[src/rtl/serial_cmd_tx.sv]
// Command word serializer: a DEPTH-entry FIFO feeds a framing FSM that sends each
// word as start beat, MSB-first data beats, optional even-parity beat and an idle gap.
module serial_cmd_tx #(
  parameter int LENGTH    = 32,
  parameter int LINES     = 1,
  parameter int DEPTH     = 4,
  parameter int PARITY    = 0,
  parameter int IDLE_BITS = 2
) (
  input  logic                       clk,
  input  logic                       rst_n,
  input  logic                       valid,
  output logic                       ready,
  input  logic [LENGTH-1:0]          data_in,
  output logic [LINES-1:0]           d,
  output logic                       busy,
  output logic [$clog2(DEPTH+1)-1:0] level
);

  localparam int BEATS  = LENGTH / LINES;
  localparam int LVL_W  = $clog2(DEPTH + 1);
  localparam int PTR_W  = (DEPTH > 1) ? $clog2(DEPTH) : 1;
  localparam int BEAT_W = $clog2(BEATS + 1);
  localparam int GAP_W  = (IDLE_BITS > 0) ? $clog2(IDLE_BITS + 1) : 1;

  // S_START_NEXT is the decision point after a frame: pop the next word or fall idle.
  typedef enum logic [2:0] {
    S_IDLE       = 3'd0,
    S_DATA       = 3'd1,
    S_PAR        = 3'd2,
    S_GAP        = 3'd3,
    S_START_NEXT = 3'd4
  } state_e;

  state_e              state_q, state_d;
  logic [LENGTH-1:0]   mem_q [DEPTH];
  logic [PTR_W-1:0]    wr_ptr_q, wr_ptr_d;
  logic [PTR_W-1:0]    rd_ptr_q, rd_ptr_d;
  logic [LVL_W-1:0]    level_q, level_d;
  logic                ready_q;
  logic [LENGTH-1:0]   sr_q, sr_d;
  logic [LINES-1:0]    par_q, par_d;
  logic [BEAT_W-1:0]   beat_q, beat_d;
  logic [GAP_W-1:0]    gap_q, gap_d;
  logic [LINES-1:0]    dout_q, dout_d;
  logic                busy_q, busy_d;
  logic                push_s;
  logic                pop_s;

  function automatic logic [PTR_W-1:0] ptr_inc(input logic [PTR_W-1:0] p);
    if (p == PTR_W'(DEPTH - 1)) begin
      return '0;
    end else begin
      return p + 1'b1;
    end
  endfunction

  assign push_s = valid && ready_q;
  assign ready  = ready_q;
  assign d      = dout_q;
  assign busy   = busy_q;
  assign level  = level_q;

  // FIFO pointer and occupancy next-state
  always_comb begin
    wr_ptr_d = wr_ptr_q;
    rd_ptr_d = rd_ptr_q;
    level_d  = level_q;
    if (push_s) begin
      wr_ptr_d = ptr_inc(wr_ptr_q);
    end else begin
      wr_ptr_d = wr_ptr_q;
    end
    if (pop_s) begin
      rd_ptr_d = ptr_inc(rd_ptr_q);
    end else begin
      rd_ptr_d = rd_ptr_q;
    end
    if (push_s && !pop_s) begin
      level_d = level_q + 1'b1;
    end else if (pop_s && !push_s) begin
      level_d = level_q - 1'b1;
    end else begin
      level_d = level_q;
    end
  end

  // Framing FSM next-state and next output beat
  always_comb begin
    state_d = state_q;
    sr_d    = sr_q;
    par_d   = par_q;
    beat_d  = beat_q;
    gap_d   = gap_q;
    dout_d  = dout_q;
    busy_d  = busy_q;
    pop_s   = 1'b0;
    case (state_q)
      S_IDLE, S_START_NEXT: begin
        if (level_q != '0) begin
          pop_s   = 1'b1;
          sr_d    = mem_q[rd_ptr_q];
          par_d   = '0;
          beat_d  = '0;
          dout_d  = '1;
          busy_d  = 1'b1;
          state_d = S_DATA;
        end else begin
          dout_d  = '0;
          busy_d  = 1'b0;
          state_d = S_IDLE;
        end
      end
      S_DATA: begin
        dout_d = sr_q[LENGTH-1 -: LINES];
        par_d  = par_q ^ sr_q[LENGTH-1 -: LINES];
        sr_d   = sr_q << LINES;
        beat_d = beat_q + 1'b1;
        if (int'(beat_q) == BEATS - 1) begin
          if (PARITY != 0) begin
            state_d = S_PAR;
          end else if (IDLE_BITS != 0) begin
            gap_d   = '0;
            state_d = S_GAP;
          end else begin
            state_d = S_START_NEXT;
          end
        end else begin
          state_d = S_DATA;
        end
      end
      S_PAR: begin
        dout_d = par_q;
        if (IDLE_BITS != 0) begin
          gap_d   = '0;
          state_d = S_GAP;
        end else begin
          state_d = S_START_NEXT;
        end
      end
      S_GAP: begin
        dout_d = '0;
        gap_d  = gap_q + 1'b1;
        if (int'(gap_q) == IDLE_BITS - 1) begin
          state_d = S_START_NEXT;
        end else begin
          state_d = S_GAP;
        end
      end
      default: begin
        dout_d  = '0;
        busy_d  = 1'b0;
        state_d = S_IDLE;
      end
    endcase
  end

  // FIFO storage; contents need no reset because the pointers and level do
  always_ff @(posedge clk) begin
    if (push_s) begin
      mem_q[wr_ptr_q] <= data_in;
    end
  end

  // State, FIFO bookkeeping and registered outputs
  always_ff @(posedge clk or negedge rst_n) begin
    if (!rst_n) begin
      state_q  <= S_IDLE;
      wr_ptr_q <= '0;
      rd_ptr_q <= '0;
      level_q  <= '0;
      ready_q  <= 1'b0;
      sr_q     <= '0;
      par_q    <= '0;
      beat_q   <= '0;
      gap_q    <= '0;
      dout_q   <= '0;
      busy_q   <= 1'b0;
    end else begin
      state_q  <= state_d;
      wr_ptr_q <= wr_ptr_d;
      rd_ptr_q <= rd_ptr_d;
      level_q  <= level_d;
      ready_q  <= (int'(level_d) < DEPTH);
      sr_q     <= sr_d;
      par_q    <= par_d;
      beat_q   <= beat_d;
      gap_q    <= gap_d;
      dout_q   <= dout_d;
      busy_q   <= busy_d;
    end
  end

endmodule

[config.mk]
export PLATFORM = sky130hd
export DESIGN_NAME = serial_cmd_tx
export DESIGN_NICKNAME = d
export VERILOG_FILES = /design/src/rtl/serial_cmd_tx.sv
export SDC_FILE = /design/constraint.sdc
export NUM_CORES = 1
export LEC_CHECK = 0
export CORE_UTILIZATION = 40
export CTS_BUF_LIST = sky130_fd_sc_hd__clkbuf_8
export CTS_CLUSTER_DIAMETER = 120
export DETAILED_ROUTE_END_ITERATION = 8
export PLACE_DENSITY = 0.59
export SETUP_SLACK_MARGIN = 0.3
export SKIP_CTS_REPAIR_TIMING = 1
export SLEW_MARGIN = 40
export SYNTH_ARGS = -nofsm -noshare
export SYNTH_HDL_FRONTEND = slang
export SYNTH_SLANG_ARGS = --single-unit
export TNS_END_PERCENT = 30
[constraint.sdc]
create_clock -name clk -period 2.5 [get_ports clk]
set_clock_uncertainty 0.1 [all_clocks]
set_input_delay 0.5 -clock clk [delete_from_list [all_inputs] [get_ports clk]]
set_output_delay 0.5 -clock clk [all_outputs]
set_load 0.005 [all_outputs]
; Word-level counts from Yosys, hierarchy flattened
; Memories as Yosys holds them, arrays and structs flattened.
; Cells that the tools add are included.
[totals]
reg_bits = 54
ramBits = 128
output_inout_bits = 6
memories = 1
[classes]
n_addsub = 6
magnitude_cmp = 1
eq_ne = 10
mux = 22
bitwise_logic = 1
n_reduce_logical = 13
[memory_table]
columns = name, depth, width, rd, rd_ports_with_merged_regs, write_ports, line
row1 = mem_q, 4, 32, 1, 0, 1, 36  ; logic [LENGTH-1:0] mem_q [DEPTH];
[ops]
columns = op, n
row1 = $pmux W32 S2, 1
row2 = $mux W32, 1
row3 = $pmux W3 S4, 1
row4 = $pmux W6 S2, 1
row5 = $mux W3, 3
row6 = $mux W2, 4
row7 = $add A2 B1 Y2 const B, 3
row8 = $add A6 B1 Y6 const B, 1
row9 = $eq A2 B2 Y1 const B, 3
row10 = $eq A3 B2 Y1 const B, 2
row11 = $eq A6 B6 Y1 const B, 1
row12 = $mux W1, 6
row13 = $mux W6, 1
row14 = $pmux W2 S3, 1
row15 = $reduce_bool A3 Y1, 2
row16 = $ne A2 B2 Y1 const B, 2
row17 = $pmux W1 S2, 2
row18 = $reduce_and A2 Y1, 2
row19 = $add A3 B1 Y3 const B, 1
row20 = $eq A3 B1 Y1 const B, 1
row21 = $eq A3 B3 Y1 const B, 1
row22 = $logic_and A1 B1 Y1, 3
row23 = $logic_not A3 Y1, 1
row24 = $lt A3 B3 Y1 const B, 1
row25 = other kinds (7), 8

; Depth between registers and ports, before layout
; Gate-level depths: netlist (run 1).
[logic_depth]
depth_word = 7
ltp_mapped = 9
ltp_nobuf = 9

; Worst setup path before layout (run 1)
; No wires, ideal clock.
[synth_timing]
kind = flip-flop to flip-flop
startpoint = register wr_ptr_q[0]
endpoint = memory mem_q[2][0] (enable)
arrival_ns = 1.448
required_time_ns = 2.008
slack_ns = 0.560
stages_incl_launch_ff = 4
synth_period_minus_slack_ns = 1.940
cell_sequence = dfrtp_1 inv_1 ha_1 and3_1
[synth_lines]
columns = item, line
row1 = from (decl), 37  ; logic [PTR_W-1:0] wr_ptr_q, wr_ptr_d;
row2 = from (signal assigned), 181  ; wr_ptr_q <= wr_ptr_d;
row3 = to (decl), 36
; No word-level cell before the write port.

; Worst setup path after layout (run 1)
[layout_timing]
startpoint = register ready_q (netlist: ready)
endpoint = output ready
[layout_lines]
columns = item, line
row1 = from (decl), 40  ; logic ready_q;
row2 = from (signal assigned), 184  ; ready_q <= (int'(level_d) < DEPTH);
row3 = to (decl), 13  ; output logic ready,
; No word-level cell between the ends.

==> reports/qor.csv, run 1 <==
metric;value;unit
postSynthCellCount;390;
final_area;0.00831;mm^2
antenna_found_initial;0;
final_antenna_net_count;0;
period_share;0.826;
yosysSeqAreaShare;0.718;
post-route-util;0.475;
crit_family;buffers and inverters;
grt_overflow_total;0;
worst-path-max-fanout;7;
gp_congestion;0.741;
synthArstFlopShare;0.297;
setup_ws;0.436;ns
synth.top_cell.area_share;0.531;
start_util;0.414;
end_kind;output pin;
fp.dieH;136;um
p_total;0.00932;W
cpMaxStageDelayCell;clkdlybuf4s50_1;
grt_pass1_vias;3992;
cpPeakStageDelay;0.54;ns
arrival;1.46;ns
leakage;3.10;nW
drv_slew;0;
finalWirelength;13.0;mm
top_level_ports;41;
drv_cap;0;
std_cell_rows;48;
rsz0062_at_grt;no;
synth_area_leaders;edfxtp_1 53%, dfrtp_1 19%, mux4_2 8.7%, a221o_1 4.3%, and3_1 3.1%;
hpwl;7.52;mm
tightest_slew;0.601;ns
ir_drop;0.601;mV
ys.flop_type;edfxtp_1;
wire_per_inst;19.1;um
cp.required;1.90;ns
vias;3701;
placed_area;0.00794;mm^2
dieWidth;136;um
syn2layout_area_growth;14.8;%
syn_nets;437;
synth-seq-cells;182;
drc_errors;0;
path_cells;clkdlybuf4s50_1;
cts_tree;yes;
hold_start;par_q$_DFFE_PN0P_;
firstDrtPassIters;5;
place_ws;0.335;ns
yosysTopAreaCell;edfxtp_1;
drt_iter0_drc;176;
fin_nets;489;
maxSlewHeadroom;0.599;
clk_latency;0.46;ns
cts_sinks;182;
vias_per_cell;5.44;
clk_pin_slew;0.09;ns
diodes;0;
root_buffer;clkbuf_8;
pwr_density_cell;1120;mW/mm^2
grt_max_degree;38;
yosys_warnings;0;
hold_path.class;reg -> reg;
synth_most_common_cell;edfxtp_1;
synth_edf_count;128;
avgSynthCellArea;18.5;um^2
htree_levels;4;
ys_types;37;
core;0.0175;mm^2
drive_above_1_share;0.178;
fmax;0.484;GHz
numPortBuffers;40;
setup_viol;0;
status;completed;
r2r_start;level[0]$_DFFE_PN0P_;
syn_area;0.00723;mm^2
final_hold_viol_count;0;
die_area;0.0186;mm^2
grt_first_pass_wirelength;21.2;mm
synthTopCellsByCount;128 x edfxtp_1, 54 x dfrtp_1, 36 x and3_1;
crit_start;ready$_DFF_PN0_;
fin_tns_setup;0;ns
grt.total_usage;0.157;
cts_buffer_depth;2;
cp-start-kind;flop;
cts_buffers;17;
path_class;reg -> out;
cp.buffers_inverters;1;
fin_crit;2.06;ns
final timing paths:
check / end / slack, ns / depth (start not counted)
max reg2reg: sr_q[5]$_DFFE_PN0P_ / 0.50 / 7
min: par_q$_DFFE_PN0P_ / 0.41 / 1
max: ready / 0.44 / 1
min in group asynchronous: sr_q[2]$_DFFE_PN0P_ / 0.48 / 2
max in group asynchronous: rd_ptr_q[0]$_DFFE_PN0P_ / 1.24 / 3
min reg2reg: par_q$_DFFE_PN0P_ / 0.41 / 1
report_power, final:
group,leakage (nW),internal (W),switching (W)
Clock,0.177,0.000712,0.00108
Combinational,1.07,0.00151,0.00159
Sequential,1.85,0.00405,0.000368
Total,3.10,0.00627,0.00304
per-layer routing:
| layer | up-vias | wire [um] | global-route usage |
|---|---|---|---|
| met5 | - | 0 | 0 |
| met4 | 0 | 221 | 0.0636 |
| met3 | 17 | 359 | 0.0403 |
| met2 | 65 | 6540 | 0.264 |
| met1 | 1934 | 5870 | 0.193 |
| li1 | 1685 | - | - |
sequential cells by signal (all words and copies together), names as in the netlist, 2 cells and up, named ones only:
signal and cells:
mem_q 128, sr_q 32, beat_q 6, state_q 3
gap_q 2, level 2, rd_ptr_q 2, wr_ptr_q 2
final cells by class:
| cell class | count | area, um^2 |
|---|---|---|
| multi-input cells | 178 | 1860 |
| flip-flops and latches | 182 | 5200 |
| clock buffers | 17 | 234 |
| inverters | 9 | 33.8 |
| repair buffers | 54 | 578 |
| fillers | 1474 | 9170 |
| clock inverters | 15 | 119 |
| well taps | 225 | 282 |
layout by cell type, fill, tap and decap left out, types with 4 or more instances in the layout:
| master | n |
|---|---|
| a221o_1 | 31 |
| and3_1 | 36 |
| buf_12 | 6 |
| buf_4 | 7 |
| clkbuf_8 | 17 |
| clkdlybuf4s50_1 | 39 |
| dfrtp_1 | 52 |
| edfxtp_1 | 128 |
| ha_1 | 12 |
| inv_1 | 9 |
| inv_6 | 5 |
| mux2i_1 | 4 |
| mux4_1 | 4 |
| mux4_2 | 28 |
| nand2_1 | 11 |
| nor2_1 | 4 |
| nor2b_1 | 5 |
| o21ai_0 | 10 |
| o31ai_1 | 4 |
stage by stage:
| step | cells | hold WS (ns) |
|---|---|---|
| 6_report | 680 | 0.412 |
| 5_1_grt | 680 | 0.432 |
| 3_3_place_gp | 647 | 0.363 |
| 2_1_floorplan | 390 | 0.104 |
| 3_5_place_dp | 647 | 0.397 |
| 4_1_cts | 679 | -0.0613 |
logic make-up (layout without fill, tap and decap cells):
logic type | after synthesis | count (layout) | share of synthesized area
adders and majority gates | 12 | 12 | 0.0208
and+or+nand+nor | 71 | 71 | 0.0576
buffers and inverters | 30 | 95 | 0.0249
DFF | 182 | 182 | 0.718
AOI/OAI and AO/OA | 55 | 55 | 0.0654
xor gates and xnor gates | 1 | 1 | 0.00121
muxes | 39 | 39 | 0.112
Note: power is estimated with default switching activity, not from simulation.
==> run 2, diff against run 1 <==
==> constraint.sdc (replaced) <==
create_clock -name clk -period 1.9 [get_ports clk]
set_clock_uncertainty 0.1 [all_clocks]
set_input_delay 0.38 -clock clk [delete_from_list [all_inputs] [get_ports clk]]
set_output_delay 0.38 -clock clk [all_outputs]
set_load 0.005 [all_outputs]
==> reports/qor.csv, run 2 (synthesis gave the netlist of run 1 again) <==
metric;value;unit
status;completed;
core;0.0175;mm^2
tightest_slew;0.337;ns
drive_above_1_share;0.331;
nFillCells;1405;
finalWirelength;14.0;mm
root_buffer;clkbuf_8;
antenna_found_initial;0;
multi_input_area;0.00213;mm^2
numPortBuffers;40;
cts_buffers;17;
post-route-util;0.517;
drt_iter0_drc;255;
diodes;0;
final_hold_viol_count;0;
setup_viol;0;
path_class;reg -> reg;
rr_endpoint;sr_q[27]$_DFFE_PN0P_;
dr_wl_met3;737;um
cts_buffer_depth;2;
pwr_density_cell;1560;mW/mm^2
grt_pass1_vias;4101;
register_area;0.00520;mm^2
top_register;mem_q;
hpwl;7.98;mm
dp.cells;660;
fin_crit;1.85;ns
reg_top3;mem_q x128, sr_q x32, beat_q x6;
cp.required;2.14;ns
drc_errors;0;
mostFrequentLayoutCells;128 x edfxtp_1, 52 x dfrtp_1, 33 x clkdlybuf4s50_1;
fin_nets;520;
highest_layer;met4;
cts_tree;yes;
r2r_start;level[1]$_DFFE_PN0P_;
grt.total_usage;0.161;
worst-path-max-fanout;5;
cts_sinks;182;
ir_drop;0.908;mV
grt_first_pass_wirelength;21.8;mm
rsz0062_at_grt;yes;
htree_levels;4;
vias_per_cell;5.40;
largest_reg_flops;128;
start_util;0.414;
final_cells;711;
wire_per_inst;19.7;um
cp-start-kind;flop;
grt_overflow_total;0;
r2r_slack;0.05;ns
dieWidth;136;um
clk_pin_slew;0.09;ns
fmax;0.542;GHz
leakage;3.34;nW
arrival;2.08;ns
die_area;0.0186;mm^2
wl_met2;7.05;mm
drv_cap;0;
period_share;0.972;
met1_length;6.14;mm
top_level_ports;41;
end_kind;flop;
reg2reg_depth;9;
std_cell_rows;48;
firstDrtPassIters;4;
gp_congestion;0.725;
mostFrequentLayoutCell;edfxtp_1;
vias;3838;
maxSlewHeadroom;0.776;
grt_max_degree;55;
clk_latency;0.45;ns
hold_path.class;in -> async;
syn2layout_area_growth;24.9;%
fp.dieH;136;um
drv_slew;0;
final_antenna_net_count;0;
-- run 2: changes by cell type in the layout (fill, tap and decap cells not counted), moves of 4 or more --
cell             before  now
buf_12                6   12
and3_1               36    9
clkdlybuf4s50_1      39   33
and3_4                0   26
o21ai_0              10    6
dlymetal6s2s_1        0    4
buf_6                 0   15
buf_4                 7   13
-- run 2: critical path: stages, from the launching register on --
cell and delay [ns]:
dfrtp_1 0.41, inv_2 0.07, ha_4 0.17, nand2b_4 0.08
buf_6 0.11, buf_12 0.10, a21oi_4 0.06, buf_6 0.15
clkbuf_16 0.15, a221o_1 0.32
-- run 2: power by group --
| part | internal (W) | switching, W |
|---|---|---|
| Sequential | 0.00533 | 0.000487 |
| Clock | 0.00104 | 0.00137 |
| Combinational | 0.00320 | 0.00267 |
| Total | 0.00957 | 0.00452 |
-- run 2: stage by stage --
stage	setup TNS, ns	hold WS (ns)	power, W	area, um^2	worst slack, ns
finish	0	0.356	0.0141	9030	0.0541
global route	-0.00933	0.366	0.0149	9030	-0.00933
CTS	-0.353	-0.197	0.0128	8470	-0.103
detailed placement	-0.844	0.305	0.0104	8110	-0.150
global placement	-0.369	0.303	0.0102	8110	-0.0434
floorplan	-0.233	-0.0156	0.00882	7240	-0.00728
-- run 2: worst max-delay path by stage --
stage,cells after the start,from,end,slack [ns]
detailed placement,7,valid,ready$_DFF_PN0_,-0.15
floorplan,3,wr_ptr_q[1]$_DFFE_PN0P_,mem_q[1][0]$_DFFE_PP_,-0.007
global placement,7,valid,flop,-0.04
CTS,1,ready$_DFF_PN0_,ready,-0.10
global route,9,level[1]$_DFFE_PN0P_,sr_q[27]$_DFFE_PN0P_,-0.009
finish,9,level[1]$_DFFE_PN0P_,sr_q[27]$_DFFE_PN0P_,0.05
-- run 2: final cells by class --
| class | instances | share of cell area |
|---|---|---|
| Sequential cell | 182 | 0.576 |
| Multi-Input combinational cell | 178 | 0.236 |
| Timing Repair Buffer | 85 | 0.113 |
| Tap cell | 225 | 0.0312 |
| Clock buffer | 17 | 0.0259 |
| Clock inverter | 15 | 0.0140 |
| Inverter | 9 | 0.00402 |
-- run 2: per-layer routing --
layer / track usage / vias up
met2: 0.267 / 84
met5: 0 / -
met1: 0.205 / 1987
li1: - / 1760
met3: 0.0462 / 7
met4: 0.0438 / 0
==> run 3, diff against run 2 <==
--- a/config.mk
+++ b/config.mk
@@ -5,11 +5,14 @@
 export SDC_FILE = /design/constraint.sdc
 export NUM_CORES = 1
 export LEC_CHECK = 0
+export CELL_PAD_IN_SITES_DETAIL_PLACEMENT = 1
+export CELL_PAD_IN_SITES_GLOBAL_PLACEMENT = 2
 export CORE_UTILIZATION = 40
 export CTS_BUF_LIST = sky130_fd_sc_hd__clkbuf_8
 export CTS_CLUSTER_DIAMETER = 120
+export CTS_CLUSTER_SIZE = 12
 export DETAILED_ROUTE_END_ITERATION = 8
-export PLACE_DENSITY = 0.59
+export PLACE_DENSITY = 0.73
 export SETUP_SLACK_MARGIN = 0.3
 export SKIP_CTS_REPAIR_TIMING = 1
 export SLEW_MARGIN = 40
==> reports/qor.csv, run 3 (synthesis gave the netlist of run 1 again) <==
metric;value;unit
gp_congestion;0.722;
ir_drop;0.696;mV
placed_area;0.00815;mm^2
clk_latency;0.45;ns
grt.total_usage;0.168;
cpPeakStageDelay;0.51;ns
firstDrtPassIters;4;
p_int;0.00964;W
pwr-share-seq;0.418;
vias_per_cell;5.52;
setup_ws;0.0571;ns
end_kind;flop;
wire_per_inst;20.8;um
start_util;0.414;
r2r_start;rd_ptr_q[0]$_DFFE_PN0P_;
maxSlewHeadroom;0.779;
rsz0062_at_grt;yes;
std_cell_rows;48;
path_cells;buf_12 -> mux4_2 -> and3_4 -> a221o_1;
antenna_found_initial;0;
cp.required;2.13;ns
reg2reg_depth;4;
sw_frac_of_total;0.312;
cp-start-kind;flop;
pwr-share-comb;0.381;
crit_start;rd_ptr_q[0]$_DFFE_PN0P_;
cp.depth;4;
p_sw;0.00437;W
status;completed;
p_clk_frac;0.201;
crit_family;multiplexers;
drv_slew;0;
grt_pass1_vias;4210;
dieWidth;136;um
hold_path.class;in -> async;
diodes;0;
numPortBuffers;40;
final_area;0.00902;mm^2
cts_sinks;182;
mostFrequentLayoutCell;edfxtp_1;
grt_overflow_total;0;
top_level_ports;41;
vias;3894;
cts_tree;yes;
hpwl;8.89;mm
pwr_density_cell;1550;mW/mm^2
drc_errors;0;
mostFrequentLayoutCells;128 x edfxtp_1, 51 x dfrtp_1, 33 x clkdlybuf4s50_1;
post-route-util;0.516;
drt_iter0_drc;193;
fmax;0.543;GHz
period_share;0.970;
path_class;reg -> reg;
finalWirelength;14.7;mm
worst-path-max-fanout;15;
root_buffer;clkbuf_8;
die_area;0.0186;mm^2
cp.buffers_inverters;1;
top_register;mem_q;
cts_buffer_depth;2;
clk_pin_slew;0.09;ns
largest_reg_flops;128;
final_antenna_net_count;0;
drive_above_1_share;0.331;
cpMaxStageDelayCell;mux4_2;
place_ws;-0.0515;ns
tightest_slew;0.330;ns
fin_crit;1.84;ns
cts_buffers;17;
core;0.0175;mm^2
fin_nets;514;
setup_viol;0;
fp.dieH;136;um
drv_cap;0;
htree_levels;4;
syn2layout_area_growth;24.7;%
grt_max_degree;55;
reg_top3;mem_q x128, sr_q x32, beat_q x6;
arrival;2.07;ns
leakage;3.30;nW
final_hold_viol_count;0;
grt_first_pass_wirelength;22.9;mm
-- run 3: metal layers --
metal	global-route usage	routed length (um)	vias to the layer above
li1	-	-	1752
met1	0.210	6490	2077
met2	0.289	7690	57
met3	0.0384	361	8
met4	0.0537	122	0
met5	0	0	-
-- run 3: final timing paths --
kind                                           end  slack, ns
setup / recovery              sr_q[18]$_DFFE_PN0P_       0.06
hold / removal               beat_q[5]$_DFFE_PN0P_       0.36
setup reg to reg              sr_q[18]$_DFFE_PN0P_       0.06
hold reg to reg              beat_q[4]$_DFFE_PN0P_       0.41
max in group asynchronous  rd_ptr_q[0]$_DFFE_PN0P_       1.07
min in group clk             beat_q[4]$_DFFE_PN0P_       0.41
-- run 3: final cells by class --
| cell class | instances | area [um^2] |
|---|---|---|
| Fill cell | 1563 | 8460 |
| Sequential cell | 182 | 5200 |
| Multi-Input combinational cell | 178 | 2140 |
| Timing Repair Buffer | 79 | 927 |
| Tap cell | 225 | 282 |
| Clock buffer | 18 | 248 |
| Clock inverter | 14 | 185 |
| Inverter | 9 | 36.3 |
-- run 3: through the flow --
step / setup TNS [ns] / power (W) / cells / hold WS, ns
2_1_floorplan: -0.233 / 0.00882 / 390 / -0.0156
3_3_place_gp: -0.0181 / 0.0103 / 661 / 0.305
3_5_place_dp: -0.956 / 0.0105 / 661 / 0.311
4_1_cts: -0.329 / 0.0134 / 693 / -0.199
5_1_grt: -0.105 / 0.0148 / 705 / 0.367
6_report: 0 / 0.0140 / 705 / 0.363
-- run 3: power by group through the flow --
stage | Combinational (W) | Clock [W] | Sequential (W)
after CTS | 0.00462 | 0.00290 | 0.00584
after global routing | 0.00581 | 0.00303 | 0.00597
final | 0.00533 | 0.00282 | 0.00586
after global placement | 0.00449 | 0 | 0.00585
after detailed placement | 0.00462 | 0 | 0.00591
after floorplan | 0.00308 | 0 | 0.00574
-- run 3: worst reg2reg max path: stages, from the launching register on --
cell     delay, ns
dfrtp_2       0.47
buf_12        0.20
mux4_2        0.51
and3_4        0.19
a221o_1       0.26
